<file path="src/rtl/div_unit.sv">
// Iterative radix-2 restoring divider for DIV/DIVU: one quotient bit per cycle, then a sign fix-up cycle.
// Latency: start edge k -> div_done during the cycle after edge k+WIDTH+1; optional DIV_ZERO_FAST_EN finishes divide-by-zero in 1.
// Backpressure: div_busy stalls the pipe; div_start while busy is ignored; div_flush abandons the operation in flight.
module div_unit #(
    parameter int WIDTH = 32
) (
    input  logic             clock,
    input  logic             reset_n,
    input  logic             div_start,
    input  logic             div_signed,
    input  logic [WIDTH-1:0] dividend,
    input  logic [WIDTH-1:0] divisor,
    input  logic             div_flush,
    output logic             div_busy,
    output logic             div_done,
    output logic [WIDTH-1:0] div_lo,
    output logic [WIDTH-1:0] div_hi,
    output logic             div_by_zero
);

    localparam int CW = $clog2(WIDTH + 1);

    typedef enum logic [1:0] {
        IDLE = 2'd0,
        RUN  = 2'd1,
        FIX  = 2'd2
    } state_t;

    state_t           state;
    state_t           nextState;
    logic [WIDTH-1:0] rem;
    logic [WIDTH-1:0] quot;
    logic [WIDTH-1:0] divisorAbs;
    logic [CW-1:0]    count;
    logic             quotNeg;
    logic             remNeg;
    logic             byZero;
    logic [WIDTH:0]   shifted;
    logic [WIDTH:0]   trial;
    logic             fastZero;

`ifdef DIV_ZERO_FAST_EN
    assign fastZero = (divisor == '0);
`else
    assign fastZero = 1'b0;
`endif

    // Partial remainder is always below the divisor, so WIDTH bits hold it; the trial needs WIDTH+1.
    assign shifted  = {rem, quot[WIDTH-1]};
    assign trial    = shifted - {1'b0, divisorAbs};
    assign div_busy = (state != IDLE);

    always_comb begin
        nextState = state;
        case (state)
            IDLE:    if (div_start && !fastZero) nextState = RUN;
            RUN:     if (count == CW'(1)) nextState = FIX;
            FIX:     nextState = IDLE;
            default: nextState = IDLE;
        endcase
        if (div_flush) nextState = IDLE;
    end

    always_ff @(posedge clock or negedge reset_n) begin
        if (!reset_n) begin
            state       <= IDLE;
            rem         <= '0;
            quot        <= '0;
            divisorAbs  <= '0;
            count       <= '0;
            quotNeg     <= 1'b0;
            remNeg      <= 1'b0;
            byZero      <= 1'b0;
            div_done    <= 1'b0;
            div_lo      <= '0;
            div_hi      <= '0;
            div_by_zero <= 1'b0;
        end else begin
            state    <= nextState;
            div_done <= 1'b0;
            if (!div_flush) begin
                case (state)
                    IDLE: begin
                        if (div_start) begin
                            if (fastZero) begin
                                div_lo      <= '1;
                                div_hi      <= dividend;
                                div_by_zero <= 1'b1;
                                div_done    <= 1'b1;
                            end else begin
                                rem        <= '0;
                                quot       <= (div_signed && dividend[WIDTH-1]) ? -dividend : dividend;
                                divisorAbs <= (div_signed && divisor[WIDTH-1]) ? -divisor : divisor;
                                quotNeg    <= div_signed && (dividend[WIDTH-1] ^ divisor[WIDTH-1]);
                                remNeg     <= div_signed && dividend[WIDTH-1];
                                byZero     <= (divisor == '0);
                                count      <= CW'(WIDTH);
                            end
                        end
                    end
                    RUN: begin
                        if (!trial[WIDTH]) begin
                            rem  <= trial[WIDTH-1:0];
                            quot <= {quot[WIDTH-2:0], 1'b1};
                        end else begin
                            rem  <= shifted[WIDTH-1:0];
                            quot <= {quot[WIDTH-2:0], 1'b0};
                        end
                        count <= count - 1'b1;
                    end
                    FIX: begin
                        // On divide-by-zero rem holds |dividend|, so the remainder negate restores the raw dividend.
                        div_lo      <= byZero ? '1 : (quotNeg ? -quot : quot);
                        div_hi      <= remNeg ? -rem : rem;
                        div_by_zero <= byZero;
                        div_done    <= 1'b1;
                    end
                    default: ;
                endcase
            end
        end
    end

endmodule
</file>
<file path="config.mk">
export PLATFORM = sky130hd
export DESIGN_NAME = div_unit
export DESIGN_NICKNAME = d
export VERILOG_FILES = /design/src/rtl/div_unit.sv
export SDC_FILE = /design/constraint.sdc
export NUM_CORES = 1
export LEC_CHECK = 0
export ABC_AREA = 1
export CAP_MARGIN = 20
export CORE_MARGIN = 5
export CORE_UTILIZATION = 40
export CTS_CLUSTER_DIAMETER = 80
export DETAILED_ROUTE_END_ITERATION = 8
export SKIP_LAST_GASP = 1
export SYNTH_ARGS = -nofsm -noshare
export SYNTH_HDL_FRONTEND = slang
export SYNTH_SLANG_ARGS = --single-unit
</file>
<file path="constraint.sdc">
create_clock -name clock -period 4.3 [get_ports clock]
set_input_delay 0.86 -clock clock [delete_from_list [all_inputs] [get_ports clock]]
set_output_delay 0.86 -clock clock [all_outputs]
set_load 0.05 [all_outputs]
</file>
==> results.toml <==
[timing]
hold_viol_final = 0
max-slew-margin-rel_pct = 30.6
setup-tns-final_ns = 0
grt_setup_unrepaired = "no"
period_share_pct = 66.1
worst_slew_pin_slew_ns = 1.04
min_period_ns = 2.84
hold_ws_ns = 0.431
finalSetupViolCount = 0
fmax_mhz = 352
skew_ns = 0.0124
finalMaxSlewViolations = 0

[setup_path]
timing.rr.start = "quot[31]$_DFFE_PN0P_"
end_kind = "flop"
required_ns = 4.61
cp-start-kind = "input pin"
r2r_slack_ns = 1.61
critical_path_class = "input pin to flop"
arrival_ns = 3.15
worstPathMaxFanout = 51
worstReg2RegEnd = "rem[11]$_DFFE_PN0P_"
reg2reg_depth = 17

[status]
outcome = "complete, no violations"

[yosys]
ys_seq_elements = 173
synth_cell_type_count = 49
syn_avg_cell_area_um2 = 6.47
yosysWarnings = 0
synthCells = 2026
ys_seq_area_share_pct = 33.0
synth_edf_count = 0
synth_top_flop_cell = "dfrtp_1"
async_flop_share_pct = 100
syn_nets = 2134
synthesis.area_um2 = 13100

[grt]
globalRouteMet2Util_pct = 29.8
grt_pass1_vias = 12200
grt_use_total_pct = 21.9
grt_pass1_wl_um = 64800
use_met3_pct = 3.78
grt_max_degree = 84
antenna_found_initial = 0
use_met1_pct = 36.1
grt_overflow_total = 0
grt_busiest_layer = "met1"

[route]
wl_per_cell_um = 15.3
vias = 13100
drt_iter0_drc = 1122
post_drt_via_cell_ratio = 5.05
ant_nets = 0
wl_um = 39500
dr.pass1.iters = 5
drc = 0

[clock_network]
post_cts_buffers = 0
clockRootBuffer = "clkbuf_16"
cts_hold_buf = 0
cts_buffers = 17
cts.sinks = 173
htreeDepth = 4
path_clk_slew_ns = 0.08
cts_tree = "yes"
clk_latency_ns = 0.44
cts_buffer_depth = 2
cts_resized = 0

[finish]
layout.nets = 2241
final_common_cell = "nand2_1"
drive_above_1_share_pct = 5.13
layout_common_cells = "622 x nand2_1, 290 x inv_1, 191 x nand3_1"
diodes = 0
area_growth_pct = 17.7

[die]
pin_count = 136
die_height_um = 191
start_util_pct = 40.4
rows = 66
core_area_um2 = 32500
fp.dieW_um = 191
die-area_um2 = 36500

[placement]
hpwlAfterDp_um = 31400
portBuffers = 135
gp_congestion = 0.904

[pwr]
leakage_nw = 7.99
vdd_drop_max_mv = 0.342
power_density_nw_per_um2 = 534

[min_path]
hold_path_class = "input pin to asynchronous set/reset pin"

[job]
max-cap-violations = 0
[per-stage QoR]
step                      utilization [%]  instance area, um^2  instances  power, mW  worst slack, ns
after global placement               45.8                14900       2556       6.71             1.05
after detailed placement             45.8                14900       2556       6.75            0.984
after CTS                            47.6                15400       2588       8.28             1.46
final                                47.6                15400       2588       8.25             1.46
after floorplan                         -                13100       2026       5.36             2.07
after global routing                 47.6                15400       2588       8.82             1.25
[report_power, final]
part           internal [mW]  switching, mW  total (mW)
Combinational           1.37           2.78        4.15
Clock                  0.788          0.725        1.51
Sequential              2.14          0.438        2.58
[cell families (layout without fill, tap and decap cells)]
family	count (synthesis)	count (layout)	synth area share [%]
adders and majority gates	39	39	3.78
AOI/OAI and AO/OA	286	286	12.2
xor gates and xnor gates	60	60	4.01
and+or+nand+nor	1109	1109	36.3
buffers and inverters	359	479	10.7
DFF	173	173	33.0
[layout make-up]
| type | instances | area (um^2) |
|---|---|---|
| clock buffers | 20 | 457 |
| repair buffers | 149 | 1470 |
| clock inverters | 12 | 104 |
| well taps | 442 | 553 |
| multi-input cells | 1494 | 7400 |
| fillers | 3354 | 17000 |
| inverters | 298 | 1120 |
| flip-flops and latches | 173 | 4330 |
[state kept, by name, summed over array words and instances, names as in the netlist]
register,flops
div_done,1
rem,32
divisorAbs,32
state,2
remNeg,1
div_by_zero,1
byZero,1
quot,32
count,6
div_hi,32
div_lo,32
quotNeg,1
[routing by layer]
layer  wire length [um]  share of wire [%]
met1              21100                 53
met5                  0                  0
met4                383               0.97
met3               2900                7.3
met2              15100                 38
[worst max path at each step]
| stage | start | end | cells after the start |
|---|---|---|---|
| final | div_flush | div_lo[7]$_DFFE_PN0P_ | 7 |
| after global placement | div_flush | div_lo[7]$_DFFE_PN0P_ | 7 |
| after detailed placement | div_flush | div_lo[7]$_DFFE_PN0P_ | 7 |
| after global routing | div_flush | div_lo[7]$_DFFE_PN0P_ | 7 |
| after floorplan | divisor[0] | divisorAbs[12]$_DFFE_PN0P_ | 10 |
| after CTS | div_flush | div_lo[7]$_DFFE_PN0P_ | 7 |
[cells in the mapped netlist, drive strengths merged, types with 13 or more instances]
library cell  count  area, um^2
inv             297        1110
nand2           642        2470
nand4            24         150
nand3b           14         105
xor2             46         403
o22ai            15         100
nor3             36         223
buf              16         113
or2              13        81.3
xnor2            14         123
o21ai           146         746
clkbuf           45         169
nand3           192         966
nor2            178         698
a21oi            81         413
dfrtp           173        4330
ha               38         475
[critical path: stages]
cell	delay (ns)
clkdlybuf4s50_1	0.54
nor3_4	0.33
inv_2	0.35
nor2_2	0.18
buf_4	0.26
inv_1	0.23
o32a_1	0.39
No activity file was read; power rests on OpenSTA's default activity.
